$ cat src/rtl/layer_mem_sched.sv
// layer_mem_sched
// Arbiter and sequencer for the shared layer-memory port of the CNN accelerator.
// The conv engine writes layer 0 in raster order. The pool engine reads layer 0
// and writes layer 1. At most one access is granted per cycle. The memory strobes,
// addresses, data and csel are registered. A layer-0 read is withheld until its
// address has been written.
//
// Ports
//   clk, reset                     clock, synchronous active-high reset
//   start / busy / done / err      frame control, status, sticky raster-order error
//   conv_req/addr/wdata, conv_gnt  layer-0 writer (transfer = req & gnt)
//   pool_req/rw/addr/wdata, pool_gnt
//                                  pool access: rw=0 reads L0, rw=1 writes L1
//   pool_rdata, pool_rvalid        L0 read return, two cycles after the grant
//   cwr, crd, caddr_wr, caddr_rd, cdata_wr, cdata_rd, csel
//                                  shared memory port
module layer_mem_sched #(
    parameter int unsigned AW       = 12,
    parameter int unsigned DW       = 20,
    parameter int unsigned L0_DEPTH = 4096,
    parameter int unsigned L1_DEPTH = 1024,
    parameter int unsigned STARVE   = 4
) (
    input  logic          clk,
    input  logic          reset,
    input  logic          start,
    output logic          busy,
    output logic          done,
    output logic          err,
    input  logic          conv_req,
    input  logic [AW-1:0] conv_addr,
    input  logic [DW-1:0] conv_wdata,
    output logic          conv_gnt,
    input  logic          pool_req,
    input  logic          pool_rw,
    input  logic [AW-1:0] pool_addr,
    input  logic [DW-1:0] pool_wdata,
    output logic          pool_gnt,
    output logic [DW-1:0] pool_rdata,
    output logic          pool_rvalid,
    output logic          cwr,
    output logic          crd,
    output logic [AW-1:0] caddr_wr,
    output logic [AW-1:0] caddr_rd,
    output logic [DW-1:0] cdata_wr,
    input  logic [DW-1:0] cdata_rd,
    output logic [2:0]    csel
);

    localparam int unsigned WCW  = $clog2(L0_DEPTH + 1);
    localparam int unsigned LCW  = $clog2(L1_DEPTH + 1);
    localparam int unsigned SW   = $clog2(STARVE + 1);
    localparam int unsigned L1AW = $clog2(L1_DEPTH);

    typedef enum logic [1:0] {IDLE, RUN, FINISH} state_t;

    state_t         state_q;
    logic [WCW-1:0] wr_cnt_q, wr_cnt_d;
    logic [LCW-1:0] l1_cnt_q, l1_cnt_d;
    logic [SW-1:0]  starve_q, starve_d;
    logic           run, conv_elig, pool_elig, pool_rd_gnt, pool_wr_gnt;

    always_comb begin
        run       = (state_q == RUN);
        conv_elig = conv_req && (wr_cnt_q < WCW'(L0_DEPTH));
        // A read may only target an address whose write has already been counted.
        if (pool_rw) pool_elig = pool_req && (l1_cnt_q < LCW'(L1_DEPTH));
        else         pool_elig = pool_req && (32'(pool_addr) < 32'(wr_cnt_q));
        pool_gnt    = run && pool_elig && (!conv_elig || starve_q == SW'(STARVE));
        conv_gnt    = run && conv_elig && !pool_gnt;
        pool_rd_gnt = pool_gnt && !pool_rw;
        pool_wr_gnt = pool_gnt && pool_rw;

        wr_cnt_d = wr_cnt_q;
        l1_cnt_d = l1_cnt_q;
        if (state_q == FINISH) begin
            wr_cnt_d = '0;
            l1_cnt_d = '0;
        end else begin
            // A grant implies the count is below its depth, so this saturates.
            if (conv_gnt)    wr_cnt_d = wr_cnt_q + WCW'(1);
            if (pool_wr_gnt) l1_cnt_d = l1_cnt_q + LCW'(1);
        end

        starve_d = '0;
        if (run && pool_elig && !pool_gnt) starve_d = starve_q + SW'(1);
    end

    always_ff @(posedge clk) begin
        if (reset) begin
            state_q     <= IDLE;
            wr_cnt_q    <= '0;
            l1_cnt_q    <= '0;
            starve_q    <= '0;
            busy        <= 1'b0;
            done        <= 1'b0;
            err         <= 1'b0;
            cwr         <= 1'b0;
            crd         <= 1'b0;
            csel        <= 3'b000;
            caddr_wr    <= '0;
            caddr_rd    <= '0;
            cdata_wr    <= '0;
            pool_rvalid <= 1'b0;
            pool_rdata  <= '0;
        end else begin
            wr_cnt_q <= wr_cnt_d;
            l1_cnt_q <= l1_cnt_d;
            starve_q <= starve_d;

            cwr <= conv_gnt || pool_wr_gnt;
            crd <= pool_rd_gnt;
            if (conv_gnt || pool_rd_gnt) csel <= 3'b001;
            else if (pool_wr_gnt)        csel <= 3'b011;
            else                         csel <= 3'b000;

            if (conv_gnt) begin
                caddr_wr <= conv_addr;
                cdata_wr <= conv_wdata;
            end else if (pool_wr_gnt) begin
                caddr_wr <= AW'(pool_addr[L1AW-1:0]);
                cdata_wr <= pool_wdata;
            end
            if (pool_rd_gnt) caddr_rd <= pool_addr;

            // Read data is captured at the end of the crd cycle.
            pool_rvalid <= crd;
            if (crd) pool_rdata <= cdata_rd;

            if (conv_gnt && conv_addr != wr_cnt_q[AW-1:0]) err <= 1'b1;

            case (state_q)
                IDLE: begin
                    done <= 1'b0;
                    if (start) begin
                        state_q <= RUN;
                        busy    <= 1'b1;
                    end
                end
                RUN: begin
                    if (wr_cnt_q == WCW'(L0_DEPTH) && l1_cnt_q == LCW'(L1_DEPTH)) begin
                        state_q <= FINISH;
                        busy    <= 1'b0;
                        done    <= 1'b1;
                    end
                end
                FINISH: begin
                    state_q <= IDLE;
                    done    <= 1'b0;
                end
                default: state_q <= IDLE;
            endcase
        end
    end

endmodule

$ cat config.mk
export PLATFORM = sky130hd
export DESIGN_NAME = layer_mem_sched
export DESIGN_NICKNAME = d
export VERILOG_FILES = /design/src/rtl/layer_mem_sched.sv
export SDC_FILE = /design/constraint.sdc
export NUM_CORES = 1
export LEC_CHECK = 0
export ABC_AREA = 1
export ABC_CLOCK_PERIOD_IN_PS = 2400
export CORE_MARGIN = 3
export CORE_UTILIZATION = 42
export DETAILED_ROUTE_END_ITERATION = 8
export PLACE_DENSITY = 0.77
export SYNTH_ARGS = -nofsm -noshare
export SYNTH_HDL_FRONTEND = slang
export SYNTH_SLANG_ARGS = --single-unit
$ cat constraint.sdc
create_clock -name clk -period 2.4 [get_ports clk]
set_input_delay 0.6 -clock clk [delete_from_list [all_inputs] [get_ports clk]]
set_output_delay 0.6 -clock clk [all_outputs]
set_load 0.01 [all_outputs]
==> results of run 1 <==
power by group through the flow:
stage	Clock, uW	Combinational [uW]	Sequential, uW
global placement	0	616	1790
detailed placement	0	620	1790
finish	1520	669	1760
global route	1610	732	1760
CTS	1540	632	1750
floorplan	0	241	1820
area by class of cell:
| cell class | count | area (um2) | share of cell area |
|---|---|---|---|
| inverter | 93 | 362 | 0.0470 |
| sequential | 101 | 2030 | 0.264 |
| clock inverter | 5 | 58.8 | 0.00765 |
| timing repair buffer | 226 | 2110 | 0.274 |
| multi-input combinational | 494 | 2700 | 0.350 |
| clock buffer | 11 | 253 | 0.0329 |
| tap | 143 | 179 | 0.0233 |
cells by family after synthesis:
kind of cell | Yosys count | synth area share
and+or+nand+nor | 342 | 0.297
buffers and inverters | 126 | 0.103
AOI/OAI and AO/OA | 117 | 0.118
DFF | 101 | 0.408
xor gates and xnor gates | 17 | 0.0300
adders and majority gates | 17 | 0.0429
other | 1 | 0.000756
state kept, by name, indices dropped and copies added (netlist names):
register and count:
caddr_wr 12, pool_rvalid 1, csel 2, done 1, wr_cnt_q 13, busy 1, starve_q 3, cdata_wr 20
pool_rdata 20, cwr 1, caddr_rd 12, l1_cnt_q 11, err 1, state_q 2, crd 1
worst max-delay path, cell delays in order (launching register included):
cell and delay, ns:
dfxtp_2 0.34, inv_2 0.05, ha_4 0.24, nand2_2 0.06, nand2_2 0.05, nand2_2 0.06, nand2_2 0.06, a21oi_2 0.11
nand2_1 0.07, nand2_2 0.09, nand3_4 0.10, nand2_4 0.10, inv_4 0.03, buf_6 0.11
worst paths after layout:
path	from	endpoint	cells after the start
worst max register to register	wr_cnt_q[3]$_SDFFE_PP0P_	caddr_wr[4]$_SDFFE_PP0P_	17
worst max-delay path	wr_cnt_q[6]$_SDFFE_PP0P_	conv_gnt	13
worst min-delay path	starve_q[0]$_SDFF_PP0_	starve_q[0]$_SDFF_PP0_	1
worst min register to register	starve_q[0]$_SDFF_PP0_	starve_q[0]$_SDFF_PP0_	1
cells in the final DEF, fill, tap and decap left out, types with 10 or more instances in the layout:
cell	n
inv_2	15
inv_1	73
clkbuf_16	10
dfxtp_1	93
o21ai_2	11
nand2_1	168
a21oi_1	63
o21ai_0	35
clkdlybuf4s50_1	149
nand3b_1	17
nor2_1	77
nand3_1	25
ha_4	10
xor2_1	16
buf_6	10
buf_4	53
nor3_1	16
stage by stage:
stage               cell area [um2]  TNS, ns  worst slack [ns]  hold WS [ns]  total power (uW)
floorplan                      4980        0            0.0198         0.417              2060
global placement               7060   -35.41            -0.831         0.430              2410
detailed placement             7060   -37.10            -0.860         0.437              2410
CTS                            7490  -0.0673           -0.0598         0.450              3930
global route                   7690    -1.02            -0.148         0.475              4110
finish                         7690  -0.0318           -0.0318         0.445              3940
per-layer routing:
layer,global-route usage,part of all wire
met1,0.300,0.45
met2,0.356,0.48
met3,0.0597,0.063
met4,0.0507,0.013
met5,0,0
what timing repair did:
action | CTS | global route
setup endpoints to repair | 50 | 46
resized for setup | 83 | 58
pin swaps | 25 | 16
cloned | 0 | 1
setup buffers | 2 | 4
==> run metrics, run 1 <==
status finished, violations left; failing checks setup timing; DRC Markers 0; post-synthesis cell type count 29; fraction of layout instances using a drive strength above 1 0.177; num rows 39; NetSw 984 uW; die width 115 um; CP Launch Type flip-flop; FMAX 0.411 GHz; GRT overflow 0; unrepaired setup endpoints after global routing yes; DRT Pass-1 Iters 5; drt first-iter violations 451; hpwl dp 10600 um; Port Buf Inserts 163; Mapped Cells 721; pwr dens 513 nW/um2; CTS Buf Count 9; post-route minimum period 2.43 ns; area leader, netlist dfxtp_1; max-cap check violation count 0; #FFs+latches synth 101; # IOs 165; H-tree Lvls 3; Worst-path clk slew 0.07 ns; DP Cell Count 1051; CP Class reg2out; Die Ht 115 um; EDFF count, synth 0; Fin. Hold Viols 0; Synth Flop Type dfxtp_1; syn_area_per_cell 6.88 um2; total number of vias 5214; Skew-Pair Late Insertion Delay 0.35 ns; CTS sink cnt 101; Starting Density 0.432; fill count 962; setup slack after layout -0.0318 ns; CTS tree done; most area-consuming cells after synthesis dfxtp_1, nand2_1, a21oi_1; final antenna-violating net count 0; largest net degree at the start of global routing 48; CTS root buf clkbuf_16; Vias/cell 4.86; RD Place Congestion 0.843; nets 1032; final clock skew 0.00818 ns; Worst-Margin Slew 0.661 ns; R2R Setup Slk 0.12 ns; Clock power frac 0.385; Switching Share 0.250; crit-path max FO 3; Tcrit/Tclk final 1.01; Mapped Area 4960 um2; initial antenna violation count 0; Routed Wire Length 15000 um; Post-synth ARST share 0; most frequent cell after synthesis nand2_1; final setup fails 1; CTS max path bufs 2; Final Max Tran Viols 0; syn_nets 828; YS warnings 0; Pint 2960 uW; Hold Crit Class reg2reg; critical path required time 1.80 ns; CP arrival 1.83 ns; core area 11500 um2; first-pass GRT wire length 23500 um; sequential area share after synthesis 0.408; Max VDD drop 424 uV; cts hold-fix bufs 0; commonest cells in the netlist nand2_1, dfxtp_1, inv_1; die footprint 13100 um2; Rel. slew slack 0.559; GRT Total Usage 0.222; sequential share of power 0.446; Gate power share 0.170; fin util 0.671; final non-filler cell total 1073; # diodes 0; Layout area overhead 55.1%; WL/cell 14.0 um; P_leak 0.00330 uW; post-synth top area share 0.408; vias in the first global route 4775; Critical Path End Type primary output
Power figures use the tool's default switching activity.
==> run 2, diff against run 1 <==
--- a/config.mk
+++ b/config.mk
@@ -8,9 +8,11 @@
 export ABC_AREA = 1
 export ABC_CLOCK_PERIOD_IN_PS = 2400
 export CORE_MARGIN = 3
-export CORE_UTILIZATION = 42
+export CORE_UTILIZATION = 43
+export CTS_BUF_LIST = sky130_fd_sc_hd__clkbuf_4
 export DETAILED_ROUTE_END_ITERATION = 8
-export PLACE_DENSITY = 0.77
+export PLACE_DENSITY = 0.79
+export SLEW_MARGIN = 15
 export SYNTH_ARGS = -nofsm -noshare
 export SYNTH_HDL_FRONTEND = slang
 export SYNTH_SLANG_ARGS = --single-unit
==> run metrics, run 2 (same netlist as run 1, synthesis figures left out) <==
FMAX 0.387 GHz (-5.8%); GRT Total Usage 0.224 (+0.00168); final antenna-violating net count 0 (unchanged); pre-CTS setup slack -0.847 ns (+0.0129 ns); CP Cell Sequence dlygate4sd2_1 > ha_4 > nand2_2 > nor2_1 > nand2_1 > nand3_2 > nand2_1 > nand2_1 > nand2_2 > nand3_4 > nand2_4 > inv_4 > buf_6; CP arrival 1.98 ns (+0.15 ns); Final Max Tran Viols 0 (unchanged); CTS root buf clkbuf_4; final setup fails 2 (+1); Worst-path clk slew 0.15 ns (+0.08 ns); CP Launch Type input pin; Skew-Pair Late Insertion Delay 0.44 ns (+0.09 ns); final clock skew 0.0198 ns (+0.0116 ns); Hold Path Stages 2 (+1); CTS Buf Count 9 (unchanged); Worst-Margin Slew 0.620 ns (-0.0407 ns); FF-to-FF path depth 17 (unchanged); crit-path max FO 3 (unchanged); pwr dens 441 nW/um2 (-14%); CTS max path bufs 2 (unchanged); Port Buf Inserts 163 (unchanged); DRT Pass-1 Iters 4 (-1); # IOs 165 (unchanged); Worst Hold Slack 0.456 ns (+0.0110 ns); CTS sink cnt 101 (unchanged); total number of vias 5270 (+1.1%); Routed Wire Length 15300 um (+1.9%); crit path buf inv count 3 (unchanged); max-cap check violation count 0 (unchanged); hpwl dp 10900 um (+2.9%); Rel. slew slack 0.586 (+0.0272); core area 11000 um2 (-3.8%); WHS Endpoint err$_SDFFE_PP0P_; registers with the most flip-flops cdata_wr x20, pool_rdata x20, wr_cnt_q x13; reg2reg start wr_cnt_q[3]$_SDFFE_PP0P_; cts hold-fix bufs 0 (unchanged); die footprint 12900 um2 (-2.2%); max incr delay on CP 0.29 ns (-0.05 ns); status finished, violations left; first-pass GRT wire length 23500 um (-0.18%); slowest CP cell ha_4; post-route minimum period 2.58 ns (+0.150 ns); die width 113 um (-1.1%); WL/cell 14.2 um (+1.3%); Starting Density 0.450 (+0.0171); CTS tree done; P_leak 0.00330 uW (-0.18%); CP most frequent cell nand2_1; initial antenna violation count 1 (+1); Max VDD drop 310 uV (-27%); Tcrit/Tclk final 1.08 (+0.0626); reg2reg end caddr_wr[5]$_SDFFE_PP0P_; CP delay by family, top simple AND/OR/NAND/NOR gates; Die Ht 113 um (-1.1%); highest-count cells in the layout ignoring fill and taps nand2_1, clkdlybuf4s50_1, dfxtp_1; Layout area overhead 53.2%; fraction of layout instances using a drive strength above 1 0.149 (-0.0282); commonest non-fill, non-tap cell in the layout nand2_1; num rows 38 (-2.6%); R2R Setup Slk 0.05 ns (-0.07 ns); nets 1040 (+0.78%); GRT overflow 0 (unchanged); unrepaired setup endpoints after global routing yes; Vias/cell 4.88 (+0.51%); critical path required time 1.80 ns (about the same); drt first-iter violations 345 (-24%); setup TNS -0.325 ns (-0.294 ns); Critical Path End Type primary output; largest net degree at the start of global routing 48 (unchanged); H-tree Lvls 3 (unchanged); RD Place Congestion 0.878 (+4.2%); setup slack after layout -0.182 ns (-0.150 ns); Hold Crit Class reg2reg; vias in the first global route 4808 (+0.69%); Hold Path Origin err$_SDFFE_PP0P_; final non-filler cell total 1079 (+0.56%); Fin. Hold Viols 0 (unchanged); DP Cell Count 1051 (unchanged); DRC Markers 0 (unchanged); fill count 952 (-1.0%); failing checks setup timing; CP Class in2out
[run 2: cell count changes in the layout (fill, tap and decap cells not counted), moves of 5 or more]
cell | previous run | this run
a21oi_1 | 63 | 68
a21oi_2 | 6 | 1
buf_12 | 1 | 7
buf_2 | 9 | 0
buf_4 | 53 | 61
buf_6 | 10 | 3
clkbuf_16 | 10 | 2
clkbuf_4 | 0 | 9
dlygate4sd2_1 | 1 | 7
o21ai_0 | 35 | 44
o21ai_2 | 11 | 1
[run 2: metrics by stage]
step | power, uW | instance area, um2 | utilization
after floorplan | 2060 | 4980 | -
after global placement | 2410 | 7160 | 0.649
after detailed placement | 2420 | 7160 | 0.649
after CTS | 3350 | 7470 | 0.677
after global routing | 3510 | 7600 | 0.689
final | 3350 | 7600 | 0.689
[run 2: how the worst max path moves through the flow]
stage	startpoint	endpoint	slack, ns	cells after the start
2_1_floorplan	pool_addr[11]	conv_gnt	0.02	12
3_3_place_gp	pool_addr[8]	pool_gnt	-0.80	12
3_5_place_dp	pool_addr[11]	conv_gnt	-0.85	13
4_1_cts	wr_cnt_q[6]$_SDFFE_PP0P_	conv_gnt	-0.17	13
5_1_grt	wr_cnt_q[3]$_SDFFE_PP0P_	conv_gnt	-0.28	13
6_report	pool_addr[4]	conv_gnt	-0.18	13
[run 2: worst min-delay path, delay by kind of cell (launching register included)]
family	cells	cell delay (ns)
DFF	1	0.34
buffers and inverters	1	0.04
AOI/OAI and AO/OA	1	0.05
[run 2: where the power goes]
part           switching [uW]  leakage [uW]  internal, uW  total (uW)
Clock                     602     0.0000727           322         924
Sequential               25.1      0.000824          1730        1760
Combinational             301       0.00240           367         667
[run 2: layout make-up]
| class | instances | area, um2 | area share |
|---|---|---|---|
| Inverter | 93 | 359 | 0.0473 |
| Clock inverter | 7 | 72.6 | 0.00955 |
| Tap cell | 140 | 175 | 0.0231 |
| Timing Repair Buffer | 234 | 2290 | 0.301 |
| Clock buffer | 9 | 67.6 | 0.00889 |
| Antenna cell | 1 | 2.50 | 0.000329 |
| Multi-Input combinational cell | 494 | 2600 | 0.342 |
| Sequential cell | 101 | 2030 | 0.268 |
[run 2: timing repair]
action                                  in CTS  in global routing
resized for setup                           61                 13
endpoints found under the setup margin      40                 41
pin swaps                                   24                 13
cloned                                       0                  2
setup buffers                                5                  4
[run 2: layer usage]
layer | track usage | part of all wire | vias to the layer above
li1 | - | - | 2711
met2 | 0.371 | 0.48 | 167
met1 | 0.304 | 0.45 | 2375
met3 | 0.0398 | 0.055 | 17
met5 | 0 | 0 | -
met4 | 0.0577 | 0.015 | 0
==> run 3, diff against run 2 <==
--- a/config.mk
+++ b/config.mk
@@ -6,9 +6,9 @@
 export NUM_CORES = 1
 export LEC_CHECK = 0
 export ABC_AREA = 1
-export ABC_CLOCK_PERIOD_IN_PS = 2400
+export ABC_CLOCK_PERIOD_IN_PS = 2500
 export CORE_MARGIN = 3
-export CORE_UTILIZATION = 43
+export CORE_UTILIZATION = 45
 export CTS_BUF_LIST = sky130_fd_sc_hd__clkbuf_4
 export DETAILED_ROUTE_END_ITERATION = 8
 export PLACE_DENSITY = 0.79
==> constraint.sdc (replaced) <==
create_clock -name clk -period 2.5 [get_ports clk]
set_input_delay 0.625 -clock clk [delete_from_list [all_inputs] [get_ports clk]]
set_output_delay 0.625 -clock clk [all_outputs]
set_load 0.01 [all_outputs]
==> run metrics, run 3 (same netlist as run 1, synthesis figures left out) <==
status finished, violations left; failing checks setup timing; registers with the most flip-flops cdata_wr x20, pool_rdata x20, wr_cnt_q x13; Design Area, Final 7580 um2 (-0.25%); Design Power 3310 uW (-1.2%); Clock power frac 0.291 (+0.015); FMAX 0.371 GHz; GRT Total Usage 0.253 (+0.0288); Starting Density 0.472 (+0.0223); pwr dens 437 nW/um2 (-0.95%); commonest non-fill, non-tap cell in the layout nand2_1; crit-path max FO 3 (unchanged); slowest CP cell dlygate4sd2_1; DRT Pass-1 Iters 5 (+1); pre-CTS setup slack -0.828 ns (+0.0189 ns); fill count 823 (-14%); FF-to-FF path depth 16 (-1); CP Cell Sequence dlygate4sd2_1 > ha_4 > nand2_1 > nor3_2 > a21oi_2 > nand2_2 > nand2_2 > nand3_4 > nand2_4 > inv_4 > buf_6; Gate power share 0.197 (-0.002); CP Launch Type input pin; Levels on crit path 11 (-2); CTS sink cnt 101 (unchanged); H-tree Lvls 3 (unchanged); die footprint 12300 um2 (-4.2%); highest-count cells in the layout ignoring fill and taps nand2_1, clkdlybuf4s50_1, dfxtp_1; P_leak 0.00328 uW (-0.66%); initial antenna violation count 0 (-1); drt first-iter violations 469 (+36%); cts hold-fix bufs 0 (unchanged); Hold Crit Class in2reg; Die Ht 111 um (-2.1%); R2R Setup Slk 0.01 ns (-0.04 ns); RD Place Congestion 0.885 (+0.74%); post-route minimum period 2.69 ns; Switching Share 0.291 (+0.0139); Tcrit/Tclk final 1.08; setup TNS -0.394 ns (-0.0689 ns); CTS Buf Count 9 (unchanged); final antenna-violating net count 0 (unchanged); total number of vias 5552 (+5.4%); Critical Path End Type primary output; Max VDD drop 285 uV (-8.1%); reg2reg end caddr_wr[2]$_SDFFE_PP0P_; GRT overflow 0 (unchanged); Worst Hold Slack 0.426 ns (-0.0301 ns); first-pass GRT wire length 25800 um (+10%); max-cap check violation count 0 (unchanged); core area 10500 um2 (-4.7%); Skew-Pair Late Insertion Delay 0.48 ns (+0.04 ns); CP arrival 2.07 ns (+0.09 ns); Port Buf Inserts 163 (unchanged); NetSw 963 uW (+3.8%); crit path buf inv count 3 (unchanged); critical path required time 1.88 ns (+0.08 ns); # diodes 0 (-1); WL/cell 15.8 um (+11%); final setup fails 4 (+2); CTS root buf clkbuf_4; area post-placement 7060 um2 (-1.4%); Worst Setup EP conv_gnt; fraction of layout instances using a drive strength above 1 0.167 (+0.0176); hpwl dp 11800 um (+7.9%); max incr delay on CP 0.37 ns (+0.08 ns); die width 111 um (-2.1%); Layout area overhead 52.8%; Routed Wire Length 16900 um (+10%); reg2reg start wr_cnt_q[2]$_SDFFE_PP0P_; DRC Markers 0 (unchanged); CP Class in2out; CP most frequent cell nand2_2; Worst-Margin Slew 0.594 ns (-0.0261 ns); vias in the first global route 5234 (+8.9%); final clock skew 0.0190 ns (-0.000789 ns); Fin. Hold Viols 0 (unchanged); sequential share of power 0.511 (-0.014); Rel. slew slack 0.603 (+0.0170); num rows 37 (-2.6%); Worst-path clk slew 0.18 ns (+0.03 ns); largest net degree at the start of global routing 34 (-29%); Final Max Tran Viols 0 (unchanged); Pint 2350 uW (-3.1%); unrepaired setup endpoints after global routing yes; Vias/cell 5.18 (+6.1%); CTS tree done; CTS max path bufs 2 (unchanged); Crit. Startpoint pool_addr[9]; # IOs 165 (unchanged); CP delay by family, top buffers and inverters; setup slack after layout -0.195 ns (-0.0127 ns); nets 1037 (-0.29%)
-- run 3: cell count changes in the layout (fill, tap and decap cells not counted), sizes merged --
cell / change
diode: -1
clkdlybuf4s15: -2
clkbuf: +2
inv: +1
clkinv: +1
buf: -2
dlygate4sd2: -1
clkinvlp: -2
-- run 3: power groups by stage --
stage / logic (uW) / registers [uW] / clock network [uW]
floorplan: 228 / 1740 / 0
global placement: 585 / 1720 / 0
detailed placement: 597 / 1720 / 0
CTS: 614 / 1690 / 970
global route: 706 / 1700 / 1040
finish: 653 / 1690 / 964
-- run 3: tightest hold or removal path, cell delays in order --
cell      delay [ns]
clkbuf_2        0.13
nand2_1         0.08
a21oi_1         0.05
-- run 3: worst min path at each step --
stage | slack (ns) | start | depth (start not counted) | end
after floorplan | 0.42 | starve_q[0]$_SDFF_PP0_ | 1 | starve_q[0]$_SDFF_PP0_
after CTS | 0.47 | done$_SDFFE_PP0P_ | 2 | done$_SDFFE_PP0P_
final | 0.43 | pool_addr[6] | 3 | caddr_rd[6]$_SDFFE_PP0P_
after global routing | 0.41 | pool_addr[6] | 3 | caddr_rd[6]$_SDFFE_PP0P_
after detailed placement | 0.45 | err$_SDFFE_PP0P_ | 2 | err$_SDFFE_PP0P_
after global placement | 0.43 | starve_q[0]$_SDFF_PP0_ | 1 | starve_q[0]$_SDFF_PP0_
-- run 3: repair_timing --
item,in CTS,in global routing
gates cloned,0,2
setup buffers,5,6
hold endpoints to repair,0,0
pin swaps,20,21
gates resized for setup,54,48
setup endpoints to repair,44,43
-- run 3: cell type report --
cell class	instances	area (um2)	area share
inverter	93	362	0.0477
clock buffer	9	67.6	0.00892
clock inverter	7	95.1	0.0125
sequential	101	2040	0.269
multi-input combinational	494	2650	0.350
timing repair buffer	231	2190	0.290
tap	136	170	0.0225
-- run 3: per-stage QoR --
stage,std cells,utilization
3_3_place_gp,1043,0.672
3_5_place_dp,1043,0.672
6_report,1071,0.721
4_1_cts,1064,0.704
5_1_grt,1071,0.721
2_1_floorplan,721,-
-- run 3: metal layers --
metal	global-route usage	routed length, um	up-vias
li1	-	-	2705
met1	0.314	6900	2559
met2	0.437	8210	241
met3	0.0519	1210	47
met4	0.0829	558	0
met5	0	0	-
